## src/rtl/arcade_input_pkg.sv

```systemverilog
// Shared definitions for the arcade player-input front end: PS/2 keycodes,
// joystick word layout and the keyboard-code-to-target decoder.
package arcade_input_pkg;

  localparam logic [7:0] KEY_UP     = 8'h75;
  localparam logic [7:0] KEY_DOWN   = 8'h72;
  localparam logic [7:0] KEY_LEFT   = 8'h6B;
  localparam logic [7:0] KEY_RIGHT  = 8'h74;
  localparam logic [7:0] KEY_BTN0A  = 8'h14;
  localparam logic [7:0] KEY_BTN0B  = 8'h11;
  localparam logic [7:0] KEY_BTN1   = 8'h29;
  localparam logic [7:0] KEY_BTN2   = 8'h12;
  localparam logic [7:0] KEY_START0 = 8'h05;
  localparam logic [7:0] KEY_START1 = 8'h06;
  localparam logic [7:0] KEY_COIN0  = 8'h04;
  localparam logic [7:0] KEY_PAUSE  = 8'h0C;

  localparam int JOY_RIGHT = 0;
  localparam int JOY_LEFT  = 1;
  localparam int JOY_DOWN  = 2;
  localparam int JOY_UP    = 3;
  localparam int JOY_BTN0  = 4;

  typedef enum logic [3:0] {
    KT_NONE, KT_UP, KT_DOWN, KT_LEFT, KT_RIGHT, KT_BTN0, KT_BTN1, KT_BTN2,
    KT_START0, KT_START1, KT_COIN0, KT_PAUSE
  } key_tgt_e;

  // Joystick word: 4 directions, buttons, then start, coin, pause.
  function automatic int joy_w(input int nbuttons);
    return 7 + nbuttons;
  endfunction

  function automatic key_tgt_e key_target(input logic [7:0] code);
    case (code)
      KEY_UP:               return KT_UP;
      KEY_DOWN:             return KT_DOWN;
      KEY_LEFT:             return KT_LEFT;
      KEY_RIGHT:            return KT_RIGHT;
      KEY_BTN0A, KEY_BTN0B: return KT_BTN0;
      KEY_BTN1:             return KT_BTN1;
      KEY_BTN2:             return KT_BTN2;
      KEY_START0:           return KT_START0;
      KEY_START1:           return KT_START1;
      KEY_COIN0:            return KT_COIN0;
      KEY_PAUSE:            return KT_PAUSE;
      default:              return KT_NONE;
    endcase
  endfunction

endpackage

```

## src/rtl/arcade_pulse_stretch.sv

```systemverilog
// Holds dout high while din is high and for CYCLES clocks after each rising
// edge of din; a new edge during a stretch restarts the count.
module arcade_pulse_stretch
  import arcade_input_pkg::*;
#(
  parameter int CNTW   = 20,
  parameter int CYCLES = 600000
) (
  input  logic clk,
  input  logic rst,
  input  logic din,
  output logic dout
);

  logic            din_q;
  logic [CNTW-1:0] cnt;

  // NOTE: state registers use non-blocking assignments so every flop samples
  // the values from before the edge, independent of statement order.
  always_ff @(posedge clk) begin
    if (rst) begin
      din_q <= 1'b0;
      cnt   <= '0;
    end else begin
      din_q <= din;
      if (din && !din_q)
        cnt <= CNTW'(CYCLES);
      else if (cnt != '0)
        cnt <= cnt - CNTW'(1);
    end
  end

  assign dout = din || (cnt != '0);

endmodule

```

## src/rtl/arcade_input_ctrl.sv

```systemverilog
// Player-input front end: merges PS/2 keyboard, HPS joysticks and JAMMA into
// per-player direction/button/start/coin vectors with autofire, coin stretch and pause.
module arcade_input_ctrl
  import arcade_input_pkg::*;
#(
  parameter int NPLAYERS    = 2,
  parameter int NBUTTONS    = 2,
  parameter int CNTW        = 20,
  parameter int COIN_CYCLES = 600000,
  parameter int AF_HALF     = 400000,
  parameter int ACTIVE_LOW  = 1
) (
  input  logic                             clk,
  input  logic                             rst,
  input  logic [10:0]                      ps2_key,
  input  logic [NPLAYERS*joy_w(NBUTTONS)-1:0] joy_in,
  input  logic [NPLAYERS*4-1:0]            jamma_udlr,
  input  logic [NPLAYERS*NBUTTONS-1:0]     jamma_btn,
  input  logic [NPLAYERS-1:0]              jamma_start,
  input  logic [NPLAYERS-1:0]              jamma_coin,
  input  logic                             soft_rst,
  input  logic [NBUTTONS-1:0]              autofire_en,
  output logic [NPLAYERS*4-1:0]            p_dir,
  output logic [NPLAYERS*NBUTTONS-1:0]     p_btn,
  output logic [NPLAYERS-1:0]              start,
  output logic [NPLAYERS-1:0]              coin,
  output logic                             pause
);

  localparam int   JW        = joy_w(NBUTTONS);
  localparam int   NB        = NBUTTONS;
  localparam int   START_BIT = JOY_BTN0 + NB;
  localparam int   COIN_BIT  = JOY_BTN0 + NB + 1;
  localparam int   PAUSE_BIT = JOY_BTN0 + NB + 2;
  localparam int   S1        = (NPLAYERS > 1) ? 1 : 0;
  localparam logic POL       = (ACTIVE_LOW != 0);

  logic [NPLAYERS*JW-1:0]  joy_q;
  logic [NPLAYERS*4-1:0]   jamma_udlr_q;
  logic [NPLAYERS*NB-1:0]  jamma_btn_q;
  logic [NPLAYERS-1:0]     jamma_start_q, jamma_coin_q;
  logic                    soft_rst_q;
  logic [NB-1:0]           af_en_q;

  always_ff @(posedge clk) begin
    if (rst) begin
      joy_q         <= '0;
      jamma_udlr_q  <= '0;
      jamma_btn_q   <= '0;
      jamma_start_q <= '0;
      jamma_coin_q  <= '0;
      soft_rst_q    <= 1'b0;
      af_en_q       <= '0;
    end else begin
      joy_q         <= joy_in;
      jamma_udlr_q  <= jamma_udlr;
      jamma_btn_q   <= jamma_btn;
      jamma_start_q <= jamma_start;
      jamma_coin_q  <= jamma_coin;
      soft_rst_q    <= soft_rst;
      af_en_q       <= autofire_en;
    end
  end

  // Keyboard latches live in player 0's joystick layout; start1 is separate.
  logic          tog_q, ps2_event, unused_ext;
  logic [JW-1:0] key_p0, key_next;
  logic          key_start1, key_start1_next;

  assign ps2_event  = ps2_key[10] ^ tog_q;
  assign unused_ext = ps2_key[8];

  // NOTE: every always_comb output gets a default first, so no path leaves a
  // variable unassigned and no latch is inferred.
  always_comb begin
    key_next        = key_p0;
    key_start1_next = key_start1;
    if (ps2_event) begin
      unique case (key_target(ps2_key[7:0]))
        KT_UP:     key_next[JOY_UP]    = ps2_key[9];
        KT_DOWN:   key_next[JOY_DOWN]  = ps2_key[9];
        KT_LEFT:   key_next[JOY_LEFT]  = ps2_key[9];
        KT_RIGHT:  key_next[JOY_RIGHT] = ps2_key[9];
        KT_BTN0:   key_next[JOY_BTN0]  = ps2_key[9];
        KT_BTN1:   if (NB > 1) key_next[JOY_BTN0 + 1] = ps2_key[9];
        KT_BTN2:   if (NB > 2) key_next[JOY_BTN0 + 2] = ps2_key[9];
        KT_START0: key_next[START_BIT] = ps2_key[9];
        KT_START1: if (NPLAYERS > 1) key_start1_next = ps2_key[9];
        KT_COIN0:  key_next[COIN_BIT]  = ps2_key[9];
        KT_PAUSE:  key_next[PAUSE_BIT] = ps2_key[9];
        default:   ;
      endcase
    end
  end

  // The toggle copy follows the port even in reset, so leaving reset never
  // looks like a keyboard event.
  always_ff @(posedge clk) begin
    tog_q <= ps2_key[10];
    if (rst) begin
      key_p0     <= '0;
      key_start1 <= 1'b0;
    end else begin
      key_p0     <= key_next;
      key_start1 <= key_start1_next;
    end
  end

  logic [NPLAYERS*JW-1:0] key_all;
  logic [NPLAYERS-1:0]    key_start_all;

  always_comb begin
    key_all             = '0;
    key_all[JW-1:0]     = key_p0;
    key_start_all       = '0;
    key_start_all[S1]   = key_start1;
  end

  // Autofire phase: free-running half-period counter, phase starts high.
  logic [CNTW-1:0] af_cnt;
  logic            phase;

  always_ff @(posedge clk) begin
    if (rst) begin
      af_cnt <= '0;
      phase  <= 1'b1;
    end else if (af_cnt == CNTW'(AF_HALF - 1)) begin
      af_cnt <= '0;
      phase  <= ~phase;
    end else begin
      af_cnt <= af_cnt + CNTW'(1);
    end
  end

  logic [NPLAYERS*4-1:0]  raw_dir;
  logic [NPLAYERS*NB-1:0] raw_btn, btn_af;
  logic [NPLAYERS-1:0]    raw_start, raw_coin, coin_str, pause_src;

  for (genvar p = 0; p < NPLAYERS; p++) begin : g_player
    logic [JW-1:0] rj;
    assign rj = joy_q[p*JW +: JW] | key_all[p*JW +: JW];

    assign raw_dir[p*4 +: 4]   = rj[3:0] | jamma_udlr_q[p*4 +: 4];
    assign raw_btn[p*NB +: NB] = rj[JOY_BTN0 +: NB] | jamma_btn_q[p*NB +: NB];
    assign raw_start[p]        = rj[START_BIT] | jamma_start_q[p] | key_start_all[p];
    assign raw_coin[p]         = rj[COIN_BIT] | jamma_coin_q[p];
    assign pause_src[p]        = rj[PAUSE_BIT];

    arcade_pulse_stretch #(.CNTW(CNTW), .CYCLES(COIN_CYCLES)) u_coin (
      .clk  (clk),
      .rst  (rst),
      .din  (raw_coin[p]),
      .dout (coin_str[p])
    );

    for (genvar b = 0; b < NB; b++) begin : g_btn
      assign btn_af[p*NB + b] = raw_btn[p*NB + b] & (~af_en_q[b] | phase);
    end
  end

  // Pause toggles on a rising edge of any pause source; soft reset wins.
  logic pause_any, pause_src_q;
  assign pause_any = |pause_src;

  always_ff @(posedge clk) begin
    if (rst) begin
      pause_src_q <= 1'b0;
      pause       <= 1'b0;
    end else begin
      pause_src_q <= pause_any;
      if (soft_rst_q)
        pause <= 1'b0;
      else if (pause_any && !pause_src_q)
        pause <= ~pause;
    end
  end

  always_ff @(posedge clk) begin
    if (rst) begin
      p_dir <= {(NPLAYERS*4){POL}};
      p_btn <= {(NPLAYERS*NB){POL}};
      start <= {NPLAYERS{POL}};
      coin  <= {NPLAYERS{POL}};
    end else begin
      p_dir <= raw_dir   ^ {(NPLAYERS*4){POL}};
      p_btn <= btn_af    ^ {(NPLAYERS*NB){POL}};
      start <= raw_start ^ {NPLAYERS{POL}};
      coin  <= coin_str  ^ {NPLAYERS{POL}};
    end
  end

endmodule

```

## config.mk

```make
export PLATFORM = sky130hd
export DESIGN_NAME = arcade_input_ctrl
export DESIGN_NICKNAME = d
export VERILOG_FILES = /design/src/rtl/arcade_input_pkg.sv /design/src/rtl/arcade_pulse_stretch.sv /design/src/rtl/arcade_input_ctrl.sv
export SDC_FILE = /design/constraint.sdc
export NUM_CORES = 1
export LEC_CHECK = 0
export CAP_MARGIN = 20
export CORE_ASPECT_RATIO = 1.25
export CORE_MARGIN = 10
export CORE_UTILIZATION = 36
export DETAILED_ROUTE_END_ITERATION = 8
export MAX_ROUTING_LAYER = met4
export PLACE_DENSITY = 0.58
export SETUP_SLACK_MARGIN = 0.02
export SLEW_MARGIN = 10
export SYNTH_ARGS = -nofsm -noshare
export SYNTH_HDL_FRONTEND = slang
export SYNTH_SLANG_ARGS = --single-unit
export TNS_END_PERCENT = 30
```

## constraint.sdc

```tcl
create_clock -name clk -period 2.8 [get_ports clk]
set_input_delay 0.56 -clock clk [delete_from_list [all_inputs] [get_ports clk]]
set_output_delay 0.56 -clock clk [all_outputs]
set_load 0.005 [all_outputs]
```

Word level (Yosys, flattened, before mapping) --
Index checks and enable logic that the tools add are counted.
Storage, ports and cells: output and inout port bits 17, register bits after elaboration 129, logic and storage cells 117, input port bits 50
Cells by class: $add $sub $neg 3, bitwise logic cells 25, reduce and logical (&&, ||, !) cells 28, multiplexer cells 6, eq/ne operators 23
Operator list (count):
- $mux W20 | 4
- $pmux W4 S11 | 1
- $reduce_bool A20 Y1 | 2
- $sub A20 B1 Y20 const B | 2
- $eq A8 B7 Y1 const B | 4
- $eq A8 B3 Y1 const B | 3
- $eq A8 B5 Y1 const B | 3
- $add A20 B1 Y20 const B | 1
- $eq A20 B19 Y1 const B | 1
- $reduce_and A2 Y1 | 10
- $eq A4 B4 Y1 const B | 4
- $eq A4 B3 Y1 const B | 3
- $reduce_or A2 Y1 | 6
- $or A9 B9 Y9 | 1
- $eq A4 B2 Y1 const B | 2
- $eq A8 B4 Y1 const B | 1
- $eq A8 B6 Y1 const B | 1
- $not A8 Y8 | 1
- $or A4 B4 Y4 | 2
- $or A1 B1 Y1 | 7
- $and A1 B1 Y1 | 4
- $eq A4 B1 Y1 const B | 1
- $mux W4 | 1
- $not A1 Y1 | 4
- 8 further kinds | 16

Depth between registers and ports, before layout --
Gate-level depths: netlist of run 1.
depth in word-level cells 6, depth in mapped cells 8, depth with buffers taken out 7

Cells and area by module --
Synthesis of run 1 repeated with hierarchy kept, for this count alone.
Second synthesis, totals: cells, all modules 573, area, all modules 5502.8 µm²
Modules (own cells, without submodules):
- arcade_input_ctrl | cells an instance 317, times used 1, area an instance 3248.1 µm², sequential area each 1741.7 µm²
- arcade_pulse_stretch | cells an instance 128, times used 2, area an instance 1127.3 µm², sequential area each 420.4 µm²

Worst setup path after synthesis of run 1 --
Ideal clock, no wire load.
path kind in2reg, from input port ps2_key[5], to register key_p0[7], setup slack 0.403 ns, arrival 2.325 ns, cell stages on the path 6, library setup time 0.072 ns, cells stage by stage clkbuf_1 -> or4_1 -> or3b_2 -> nor2b_1 -> nor3b_1 -> mux2i_1
Between the ends: word-level cells in the longest chain between the ends 6, elaborated cells on any way between the ends 17, classes of those cells eq/ne (13); mux (2); reduce/logical (2)
RTL lines:
- start, declared | RTL line arcade_input_ctrl.sv:15 | input logic [10:0] ps2_key,
- $eq A8 B5 Y1 | RTL line arcade_input_pkg.sv:35 | case (code)
- $reduce_or A2 Y1 | RTL line arcade_input_pkg.sv:35
- $pmux W4 S11 (*) | RTL line arcade_input_pkg.sv:35
- $mux W4 (*) | RTL line arcade_input_ctrl.sv:78 | if (ps2_event) begin
- $eq A4 B4 Y1 (*) | RTL line arcade_input_ctrl.sv:79 | unique case (key_target(ps2_key[7:0]))
- $reduce_and A2 Y1 (no source line) (*)
- end signal, assigned | RTL line arcade_input_ctrl.sv:104 | key_p0 <= key_next;
- end, declared | RTL line arcade_input_ctrl.sv:67 | logic [JW-1:0] key_p0, key_next;
Every way passes the cells marked *; elsewhere a longest branch is shown, timed or not. The select of a mux whose other input is x is not followed. A chain may end at the register's enable or synchronous reset.

Worst setup path in the final report of run 1 --
from register g_player[0].u_coin.cnt[6], to register g_player[0].u_coin.cnt[7]
Between the ends: word-level cells in the longest chain between the ends 3, elaborated cells on any way between the ends 5, classes of those cells add/sub (1); mux (2); reduce/logical (2)
RTL lines:
- start, declared | RTL line arcade_pulse_stretch.sv:16 | logic [CNTW-1:0] cnt;
- start signal, assigned | RTL line arcade_pulse_stretch.sv:27 | cnt <= CNTW'(CYCLES);
- start signal, assigned | RTL line arcade_pulse_stretch.sv:29 | cnt <= cnt - CNTW'(1);
- $sub A20 B1 Y20 | RTL line arcade_pulse_stretch.sv:29
- $mux W20 | RTL line arcade_pulse_stretch.sv:28 | else if (cnt != '0)
- $mux W20 | RTL line arcade_pulse_stretch.sv:26 | if (din && !din_q)
Parallel ways exist; a longest one is shown, timed or not. The select of a mux whose other input is x is not followed.

==> key figures, run 1 <==
Status
  • Status: finished, final reports clean

Logic synthesis
  • Area contributors post-synth: dfxtp_1, xor2_1, nor2b_1
  • Syn_nets: 594
  • Flops & latches, synth: 129
  • Synth area leader: dfxtp_1
  • Cell Area, Synth: 5086 um^2
  • Post-synth EDFFs: 0
  • Most frequently used flop master after synthesis: dfxtp_1
  • Sequential area share after synthesis: 0.5077
  • Post-synth top area share: 0.5077
  • Asr flop ratio synth: 0
  • Library cells used by synthesis: 45
  • Leading post-synthesis cells by instance count: dfxtp_1, nor2_1, nor2b_1
  • Top-count cell post-synth: dfxtp_1
  • Synth Instances: 540
  • Yosys warning count: 0
  • Avg Cell Area, Syn: 9.419 um^2

Pwr
  • Cell Int Power: 3.911 mW
  • Sw Share: 0.2434
  • PwrDens: 783.2 nW/um^2
  • Share of total power in sequential cells: 0.406
  • Peak supply drop: 0.4408 mV
  • Comb pwr share: 0.149
  • Switching power: 1.258 mW
  • Clk pwr share: 0.445
  • Pleak: 2.547 nW

Finish
  • Fin util: 0.4778
  • Nets@finish: 671
  • Fillers: 1324
  • Layout area overhead: 29.77%
  • Antenna diode count: 0
  • Layout cells sized above 1: 0.09524
  • Register area: 2582 um^2
  • Multi-input logic area: 2385 um^2

Clock network
  • # hold bufs at CTS: 0
  • CTS Buf Count: 17
  • Clk slew on worst S/H paths: 0.05 ns
  • Clk_lat worst skew: 0.41 ns
  • Worst-case clock buffer depth: 2
  • H-tree depth: 4
  • Root Driver: clkbuf_16
  • Post-CTS Repair Setup Buffers: 0
  • Clk sinks: 129
  • TritonCTS clock tree: done
  • CTS resizes: 0

Floorplan
  • Die Span Y: 152.9 um
  • Die span in x: 126.3 um
  • Rows: 48
  • # IOs: 67
  • Die area: 19310 um^2
  • Initial Util: 0.3682
  • Std-Cell Core Area: 13810 um^2

Worst setup path
  • Crit-path max FO: 8
  • Setup crit start kind: flip-flop
  • Buf/Inv on CP: 0
  • Crit path cell chain: or4_4 -> or4_4 -> or3_1 -> nand4b_1 -> xor2_1 -> a21oi_1
  • Max incr delay on CP: 0.57 ns
  • Worst Setup End Kind: flip-flop
  • Most used cell, CP: or4_4
  • Arr. time, crit path: 2.70 ns
  • WS Path Type: reg -> reg
  • CP delay by family, top: simple AND/OR/NAND/NOR gates
  • CP max-delay cell: or4_4
  • WP data required: 3.08 ns

Placement
  • Final Wtd Congestion: 0.8010
  • I/O Buffers: 65
  • Post-DP HPWL: 7611 um

GRT
  • Vias in the first global route: 4034
  • First-pass GRT wire length: 18100 um
  • Largest net degree at the start of global routing: 31
  • Grt ovf: 0
  • Gr usage total: 0.1145
  • Initial antenna violation count: 0

Drt
  • Routed wire per std cell: 12.96 um
  • DRT iter0 DRCs: 213
  • Total iterations of the first detailed-routing run: 4
  • Final wirelength: 10430 um
  • Final ANT Viol Nets: 0
  • DRC viols: 0
  • Via count: 3886
  • Vias/cell: 4.827

STA
  • Final setup fails: 0
  • Slew HR: 0.5494
  • Fin Clk Skew: 0.004336 ns
  • Post-layout min period: 2.416 ns
  • Measured slew at the worst slew-check pin: 0.6703 ns
  • Max Fclk: 413.9 MHz
  • Pins Over Slew Limit: 0
  • Hold Fails Final Rpt: 0
  • Total Neg Setup Slack: 0 ns
  • Crit share post-route: 0.8629
  • RSZ-0062 raised after global routing: false

Job
  • Max-cap violations: 0

Hold path
  • Worst min path class: reg -> reg
-- registers in the layout, summed over array words and instances, names as in the netlist --
register / count
g_player.u_coin.din_q: 2
p_btn: 4
joy_q: 18
af_cnt: 20
af_en_q: 2
soft_rst_q: 1
start: 2
g_player.u_coin.cnt: 40
jamma_btn_q: 4
coin: 2
pause: 1
jamma_coin_q: 2
tog_q: 1
jamma_udlr_q: 8
key_p0: 9
p_dir: 8
pause_src_q: 1
jamma_start_q: 2
key_start1: 1
phase: 1
-- metal layers --
layer,vias up,track usage,part of all wire
met2,62,0.1911,0.50
met5,-,-,0
li1,1999,-,-
met1,1808,0.1173,0.44
met3,17,0.03806,0.045
met4,0,0.05921,0.019
-- power by group through the flow --
stage	Sequential [mW]	Combinational, mW	Clock, mW
floorplan	2.12	0.535	0
global placement	2.13	0.750	0
detailed placement	2.14	0.769	0
CTS	2.10	0.779	2.35
global route	2.12	0.875	2.43
finish	2.10	0.770	2.30
-- cell usage in the layout, fill, tap and decap left out, types with 18 or more instances in the layout --
cell type	count
nor2_1	65
a21oi_1	19
dfxtp_1	129
clkdlybuf4s50_1	64
xnor2_1	18
nor2b_1	42
xor2_1	33
nand3_1	26
nand2b_1	20
nor3_1	20
-- stage by stage --
stage                     hold slack [ns]  worst slack (ns)  power, mW  area (um^2)  std cells
after floorplan                    0.3725            0.4034      2.651         5086        540
after global placement             0.3824           0.07255      2.881         5978        773
after detailed placement           0.3878           0.08061      2.908         5978        773
after CTS                          0.3949            0.3827      5.230         6600        805
after global routing               0.4094            0.2379      5.424         6600        805
final                              0.3952            0.3837      5.169         6600        805
-- final cells by class --
type / count / share of cell area
clock buffer: 22 / 0.07033
clock inverter: 10 / 0.02389
tap: 175 / 0.03318
inverter: 9 / 0.005118
sequential: 129 / 0.3913
timing repair buffer: 80 / 0.1149
multi-input combinational: 380 / 0.3613
-- kinds of logic after synthesis --
logic type,Yosys count,synth area share
AND/OR/NAND/NOR,263,0.2873
XOR/XNOR,51,0.08782
buffers and inverters,31,0.02337
multiplexers,14,0.02755
flip-flops,129,0.5077
adder cells (fa/ha/maj),5,0.01181
AO/OA/AOI/OAI,47,0.05437
-- final timing paths --
kind | startpoint | to | slack, ns | cells after the start
setup / recovery | g_player[0].u_coin.cnt[6] | g_player[0].u_coin.cnt[7] | 0.38 | 6
hold / removal | soft_rst_q | pause | 0.40 | 1
setup reg to reg | g_player[0].u_coin.cnt[6] | g_player[0].u_coin.cnt[7] | 0.38 | 6
hold reg to reg | soft_rst_q | pause | 0.40 | 1
-- worst reg2reg max path: stages (launching register included) --
cell,delay [ns]
dfxtp_1,0.32
or4_4,0.57
or4_4,0.44
or3_1,0.53
nand4b_1,0.17
xor2_1,0.18
a21oi_1,0.08
Note: power is estimated with default switching activity, not from simulation.
==> run 2: changes to the inputs <==
--- a/config.mk
+++ b/config.mk
@@ -10,6 +10,7 @@
 export CORE_MARGIN = 10
 export CORE_UTILIZATION = 36
 export DETAILED_ROUTE_END_ITERATION = 8
+export GPL_ROUTABILITY_DRIVEN = 0
 export MAX_ROUTING_LAYER = met4
 export PLACE_DENSITY = 0.58
 export SETUP_SLACK_MARGIN = 0.02
==> results of run 2 <==
Final layout, timing and power as in run 1 (identical DEF).
==> run 3: changes to the inputs <==
--- a/config.mk
+++ b/config.mk
@@ -14,7 +14,7 @@
 export MAX_ROUTING_LAYER = met4
 export PLACE_DENSITY = 0.58
 export SETUP_SLACK_MARGIN = 0.02
-export SLEW_MARGIN = 10
+export SLEW_MARGIN = 20
 export SYNTH_ARGS = -nofsm -noshare
 export SYNTH_HDL_FRONTEND = slang
 export SYNTH_SLANG_ARGS = --single-unit
==> results of run 3 <==
Final layout, timing and power as in run 1 (identical DEF).
